===== config.mk =====
export PLATFORM = sky130hd
export DESIGN_NAME = alu_exec_unit
export DESIGN_NICKNAME = d
export VERILOG_FILES = /design/src/rtl/alu_exec_unit.sv
export SDC_FILE = /design/constraint.sdc
export NUM_CORES = 1
export LEC_CHECK = 0
export ABC_AREA = 1
export ABC_CLOCK_PERIOD_IN_PS = 6100
export BUFFER_PORTS_ARGS = -buffer_cell sky130_fd_sc_hd__buf_2
export CORE_UTILIZATION = 40
export DETAILED_ROUTE_END_ITERATION = 10
export HOLD_SLACK_MARGIN = 0.05
export MAX_ROUTING_LAYER = met4
export SLEW_MARGIN = 10
export SYNTH_ARGS = -nofsm -noshare
export SYNTH_HDL_FRONTEND = slang
export SYNTH_SLANG_ARGS = --single-unit
export TNS_END_PERCENT = 20

===== constraint.sdc =====
create_clock -name Clk -period 6.1 [get_ports Clk]
set_clock_uncertainty 0.1 [all_clocks]
set_input_delay 1.22 -clock Clk [delete_from_list [all_inputs] [get_ports Clk]]
set_output_delay 1.22 -clock Clk [all_outputs]
set_load 0.01 [all_outputs]

===== src/rtl/alu_exec_unit.sv =====
// Registered integer execution unit: single-cycle ALU ops plus an iterative
// shift-add multiplier, with a valid/ready-held result register toward the CDB.
module alu_exec_unit #(
  parameter int WIDTH = 32,
  parameter int TAG_W = 5,
  parameter int SH_W  = $clog2(WIDTH)
) (
  input  logic             Clk,
  input  logic             Resetb,
  input  logic             Flush,
  input  logic             Issue_Valid,
  output logic             Issue_Ready,
  input  logic [WIDTH-1:0] Operand1,
  input  logic [WIDTH-1:0] Operand2,
  input  logic [SH_W-1:0]  Shfamt,
  input  logic [3:0]       ALU_Opcode,
  input  logic [TAG_W-1:0] Tag_In,
  output logic             Out_Valid,
  input  logic             Out_Ready,
  output logic [WIDTH-1:0] Result,
  output logic [TAG_W-1:0] Tag_Out,
  output logic             ALU_Branch,
  output logic             ALU_Branch_Taken,
  output logic             Carry_Out,
  output logic             Overflow
);

  localparam int CNT_W = $clog2(WIDTH) + 1;

  localparam logic [3:0] OP_AND  = 4'h0, OP_OR   = 4'h1, OP_ADD = 4'h2, OP_ADDU = 4'h3,
                         OP_BEQ  = 4'h4, OP_BNQ  = 4'h5, OP_SUB = 4'h6, OP_SLT  = 4'h7,
                         OP_SLL  = 4'h8, OP_SRL  = 4'h9, OP_SLTU = 4'hA, OP_MUL = 4'hB,
                         OP_NOR  = 4'hC, OP_SRA  = 4'hD, OP_XOR = 4'hE;

  typedef enum logic [1:0] {IDLE, MUL_RUN, MUL_DONE} state_t;

  state_t state_q, state_nxt;

  // Signed overflow of a + b_eff = s, where b_eff is the operand actually fed to the adder.
  function automatic logic add_ovf(input logic a_msb, input logic b_msb, input logic s_msb);
    return (a_msb == b_msb) && (s_msb != a_msb);
  endfunction

  logic signed [WIDTH-1:0] op1_s, op2_s;
  logic        [WIDTH:0]   add_sum, sub_sum;
  logic        [WIDTH-1:0] res_c;
  logic                    br_c, tk_c, co_c, ov_c;

  assign op1_s   = Operand1;
  assign op2_s   = Operand2;
  assign add_sum = {1'b0, Operand1} + {1'b0, Operand2};
  assign sub_sum = {1'b0, Operand1} + {1'b0, ~Operand2} + {{WIDTH{1'b0}}, 1'b1};

  always_comb begin
    res_c = '0;
    br_c  = 1'b0;
    tk_c  = 1'b0;
    co_c  = 1'b0;
    ov_c  = 1'b0;
    case (ALU_Opcode)
      OP_AND:  res_c = Operand1 & Operand2;
      OP_OR:   res_c = Operand1 | Operand2;
      OP_NOR:  res_c = ~(Operand1 | Operand2);
      OP_XOR:  res_c = Operand1 ^ Operand2;
      OP_ADD: begin
        res_c = add_sum[WIDTH-1:0];
        co_c  = add_sum[WIDTH];
        ov_c  = add_ovf(Operand1[WIDTH-1], Operand2[WIDTH-1], add_sum[WIDTH-1]);
      end
      OP_ADDU: begin
        res_c = add_sum[WIDTH-1:0];
        co_c  = add_sum[WIDTH];
      end
      OP_SUB: begin
        res_c = sub_sum[WIDTH-1:0];
        co_c  = sub_sum[WIDTH];
        ov_c  = add_ovf(Operand1[WIDTH-1], ~Operand2[WIDTH-1], sub_sum[WIDTH-1]);
      end
      OP_SLT:  res_c = {{(WIDTH-1){1'b0}}, (op1_s < op2_s)};
      OP_SLTU: res_c = {{(WIDTH-1){1'b0}}, (Operand1 < Operand2)};
      OP_SLL:  res_c = Operand1 << Shfamt;
      OP_SRL:  res_c = Operand1 >> Shfamt;
      OP_SRA:  res_c = op1_s >>> Shfamt;
      OP_BEQ: begin
        br_c = 1'b1;
        tk_c = (Operand1 == Operand2);
      end
      OP_BNQ: begin
        br_c = 1'b1;
        tk_c = (Operand1 != Operand2);
      end
      default: ;
    endcase
  end

  logic slot_free, accept, accept_mul, load_alu, load_mul;
  logic [2*WIDTH-1:0] mul_a_p0, acc_p0, acc_nxt, prod_c;
  logic [WIDTH-1:0]   mul_b_p0;
  logic [TAG_W-1:0]   mul_tag_p0;
  logic [CNT_W-1:0]   cnt_p0;

  assign slot_free   = !Out_Valid || Out_Ready;
  assign Issue_Ready = (state_q == IDLE) && slot_free && !Flush;
  assign accept      = Issue_Valid && Issue_Ready;
  assign accept_mul  = accept && (ALU_Opcode == OP_MUL);
  assign load_alu    = accept && (ALU_Opcode != OP_MUL);
  // The last partial product is folded in combinationally so the product lands on the count-1 edge.
  assign acc_nxt     = acc_p0 + (mul_b_p0[0] ? mul_a_p0 : '0);
  assign prod_c      = (state_q == MUL_DONE) ? acc_p0 : acc_nxt;
  assign load_mul    = slot_free &&
                       (((state_q == MUL_RUN) && (cnt_p0 == CNT_W'(1))) || (state_q == MUL_DONE));

  always_comb begin
    state_nxt = state_q;
    if (Flush) begin
      state_nxt = IDLE;
    end else begin
      case (state_q)
        IDLE:     if (accept_mul) state_nxt = MUL_RUN;
        MUL_RUN:  if (cnt_p0 == CNT_W'(1)) state_nxt = slot_free ? IDLE : MUL_DONE;
        MUL_DONE: if (slot_free) state_nxt = IDLE;
        default:  state_nxt = IDLE;
      endcase
    end
  end

  always_ff @(posedge Clk or negedge Resetb) begin
    if (!Resetb) state_q <= IDLE;
    else         state_q <= state_nxt;
  end

  // Multiplier stage: operands shift, accumulator gathers partial products.
  always_ff @(posedge Clk or negedge Resetb) begin
    if (!Resetb) begin
      cnt_p0     <= '0;
      mul_a_p0   <= '0;
      mul_b_p0   <= '0;
      acc_p0     <= '0;
      mul_tag_p0 <= '0;
    end else if (Flush) begin
      cnt_p0 <= '0;
    end else if (accept_mul) begin
      cnt_p0     <= CNT_W'(WIDTH);
      mul_a_p0   <= {{WIDTH{1'b0}}, Operand1};
      mul_b_p0   <= Operand2;
      acc_p0     <= '0;
      mul_tag_p0 <= Tag_In;
    end else if (state_q == MUL_RUN) begin
      cnt_p0   <= cnt_p0 - CNT_W'(1);
      mul_a_p0 <= mul_a_p0 << 1;
      mul_b_p0 <= mul_b_p0 >> 1;
      acc_p0   <= acc_nxt;
    end
  end

  // Output stage: held until the CDB grants it.
  always_ff @(posedge Clk or negedge Resetb) begin
    if (!Resetb) begin
      Out_Valid        <= 1'b0;
      Result           <= '0;
      Tag_Out          <= '0;
      ALU_Branch       <= 1'b0;
      ALU_Branch_Taken <= 1'b0;
      Carry_Out        <= 1'b0;
      Overflow         <= 1'b0;
    end else if (Flush) begin
      Out_Valid <= 1'b0;
    end else if (load_alu) begin
      Out_Valid        <= 1'b1;
      Result           <= res_c;
      Tag_Out          <= Tag_In;
      ALU_Branch       <= br_c;
      ALU_Branch_Taken <= tk_c;
      Carry_Out        <= co_c;
      Overflow         <= ov_c;
    end else if (load_mul) begin
      Out_Valid        <= 1'b1;
      Result           <= prod_c[WIDTH-1:0];
      Tag_Out          <= mul_tag_p0;
      ALU_Branch       <= 1'b0;
      ALU_Branch_Taken <= 1'b0;
      Carry_Out        <= 1'b0;
      Overflow         <= |prod_c[2*WIDTH-1:WIDTH];
    end else if (Out_Ready) begin
      Out_Valid <= 1'b0;
    end
  end

endmodule

==> impl_metrics.toml <==
[critical_path]
r2r_slack_ns = 1.65
worstPathMaxFanout = 49
endpoint = "Overflow"
cp-startpoint = "mul_b_p0[0]"
start_kind = "register"
r2r-start = "mul_b_p0[0]"
reg2regPathDepth = 23
required_ns = 6.46
crit_type = "reg2reg"
rr_endpoint = "Overflow"
critPathArrivalTime_ns = 4.80
end_kind = "register"

[hold_path]
min_from = "mul_tag_p0[4]"
min_path_type = "reg2reg"

[route]
first_iter_violations = 3756
wl_met1_mm = 51.5
viasPerCell = 5.63
routed_wl_mm = 113
drc_errors = 0
vias = 28600
highest_layer = "met4"
wl_per_cell_um = 22.3
dr.pass1.iters = 6
ant_nets = 0
dr_wl_met2_mm = 46.9
wl_met3_mm = 11.0

[logic_synthesis]
synth_cells = 4259
synth_edf_count = 0
synthFlopType = "dfrtp_1"
synthArstFlopShare_pct = 100
synth-seq-cells = 215
syn_nets = 4506
synthDistinctLibCells = 66
ys_warn_count = 0
syn_avg_cell_area_um2 = 5.82
synthesis.area_um2 = 24800
synth_seq_area_share_pct = 21.7

[floorplan]
rows = 90
core-area_um2 = 60800
dieWidth_um = 251
ios = 126
chipHeight_um = 251
initial_core_util_pct = 40.8
die-area_um2 = 63000

[power]
p_leak_nw = 14.4
p_per_area_nw_per_um2 = 223
ir_drop_uv = 232

[timing]
maxSlewViolCount = 0
relSlewSlack_pct = 22.5
hold_violations = 0
min_period_ns = 4.45
setup_violations = 0
tns_ns = 0
min_period_over_period_pct = 72.9
rsz0062_at_grt = "false"
fmax_ghz = 0.225
timing.final.ws_setup_ns = 1.65
worstMarginPinSlew_ns = 1.16

[clock_network]
cts.reportedPaths.clkPinSlew_ns = 0.06
cts-hold-fix-buffers = 0
cts.sinks = 215
htreeDepth = 1
clk_latency_ns = 0.60
ctsResizeCount = 0
cts_tree = "built"
clock_path_buffers = 3
postCtsSetupBuffers = 0
cts_root_buf = "clkbuf_16"
cts_made_buffers = 28

[final_layout]
layout-drive-gt1-share_pct = 7.77
layout_common_cells = "nand2_1, inv_1, o21ai_0"
fin_cells = 5082
area_delta_synth_final_pct = 8.76
mostFrequentLayoutCell = "nand2_1"
nNetsFinal = 4523
final_util_pct = 44.4
fill_cells = 6805

[outcome]
status = "complete, no violations"

[place]
dp_hpwl_mm = 91.2
pre_cts_ws_ns = 1.45
dpl.cell_count = 5028
portBuffers = 125
gp_congestion = 1.07

[grt]
grt_pass1_vias = 26700
track_usage_pct = 36.5
antenna_found_initial = 4
grt_max_degree = 167
grt_pass1_wl_mm = 170
grt-ovfl-total = 0

[flow_run]
cap_violations = 0
-- stage by stage --
| stage | hold WS (ns) | total power [mW] | cell area [um^2] |
|---|---|---|---|
| after floorplan | 0.342 | 3.34 | 24800 |
| after global placement | 0.354 | 4.15 | 26000 |
| after detailed placement | 0.359 | 4.16 | 26000 |
| after CTS | 0.372 | 5.99 | 27000 |
| after global routing | 0.378 | 6.33 | 27000 |
| final | 0.370 | 6.02 | 27000 |
-- synthesized netlist by cell type, types with 26 or more instances --
master / n / area, um^2
o211ai_1: 26 / 195
nor3_1: 32 / 160
ha_1: 161 / 2010
nor2_1: 310 / 1160
dfrtp_1: 215 / 5380
clkbuf_1: 82 / 308
nand3_1: 162 / 811
inv_1: 676 / 2540
o21ai_0: 357 / 1790
o22ai_1: 69 / 432
a21oi_1: 225 / 1130
xnor2_1: 28 / 245
nor2_2: 34 / 213
nand4_1: 36 / 225
nand2_1: 1412 / 5300
o21ai_1: 65 / 325
buf_2: 71 / 355
nand2_2: 27 / 169
-- power by group --
group	switching, mW	internal (mW)	leakage [nW]	total, mW
sequential	0.246	1.72	2.75	1.96
clock	0.723	1.10	0.487	1.82
combinational	1.52	0.709	11.2	2.23
-- per-layer routing --
layer	track usage, %	vias up
li1	-	13600
met1	52.5	13400
met2	52.4	1396
met3	4.86	177
met4	11.4	0
met5	-	-
-- logic make-up (layout without fill, tap and decap cells) --
family | after synthesis | in the layout | share of synthesized area [%]
buffers and inverters | 878 | 917 | 13.9
adders and majority gates | 164 | 164 | 8.36
DFF | 215 | 215 | 21.7
muxes | 5 | 5 | 0.202
xor gates and xnor gates | 43 | 43 | 1.52
other | 0 | 2 | 0
and+or+nand+nor | 2079 | 2079 | 34.5
AOI/OAI and AO/OA | 875 | 875 | 19.8
-- worst min path at each step --
stage | end | slack [ns] | cells past startpoint
after floorplan | mul_tag_p0[0] | 0.34 | 2
final | mul_tag_p0[4] | 0.37 | 2
after global routing | mul_tag_p0[4] | 0.38 | 2
after CTS | mul_tag_p0[0] | 0.37 | 2
after detailed placement | mul_tag_p0[0] | 0.36 | 2
after global placement | mul_tag_p0[3] | 0.35 | 2
-- critical path, stage by stage, from the launching register on --
cell	delay [ns]
dfrtp_2	1.01
buf_4	0.37
nand2_1	0.07
inv_1	0.06
ha_1	0.27
nand2_1	0.15
nor2_1	0.22
nand2_1	0.10
inv_1	0.17
nand2_1	0.16
nor3_1	0.31
nand2_1	0.20
nand2_1	0.11
nand2_1	0.05
nand2_1	0.08
nand2_1	0.06
nor2_1	0.13
nand2_1	0.09
nor2_2	0.13
nand3_1	0.09
nand2_1	0.09
nand2_1	0.06
nand2_1	0.16
nand2_1	0.07
-- sequential cells by signal, indices dropped and copies added (netlist names) --
signal,cells
Tag_Out,5
ALU_Branch_Taken,1
Out_Valid,1
cnt_p0,6
ALU_Branch,1
state_q,2
mul_tag_p0,5
Overflow,1
acc_p0,64
mul_b_p0,32
Carry_Out,1
Result,32
mul_a_p0,64
-- final cells by class --
cell class	instances	area (um^2)	area share, %
multi-input combinational	3166	16000	59.3
sequential	215	5380	19.9
inverter	702	2640	9.77
tap	782	978	3.63
timing repair buffer	163	971	3.60
clock buffer	43	868	3.22
clock inverter	9	129	0.478
antenna	2	5.00	0.0186
Note: power is estimated with default switching activity, not from simulation.
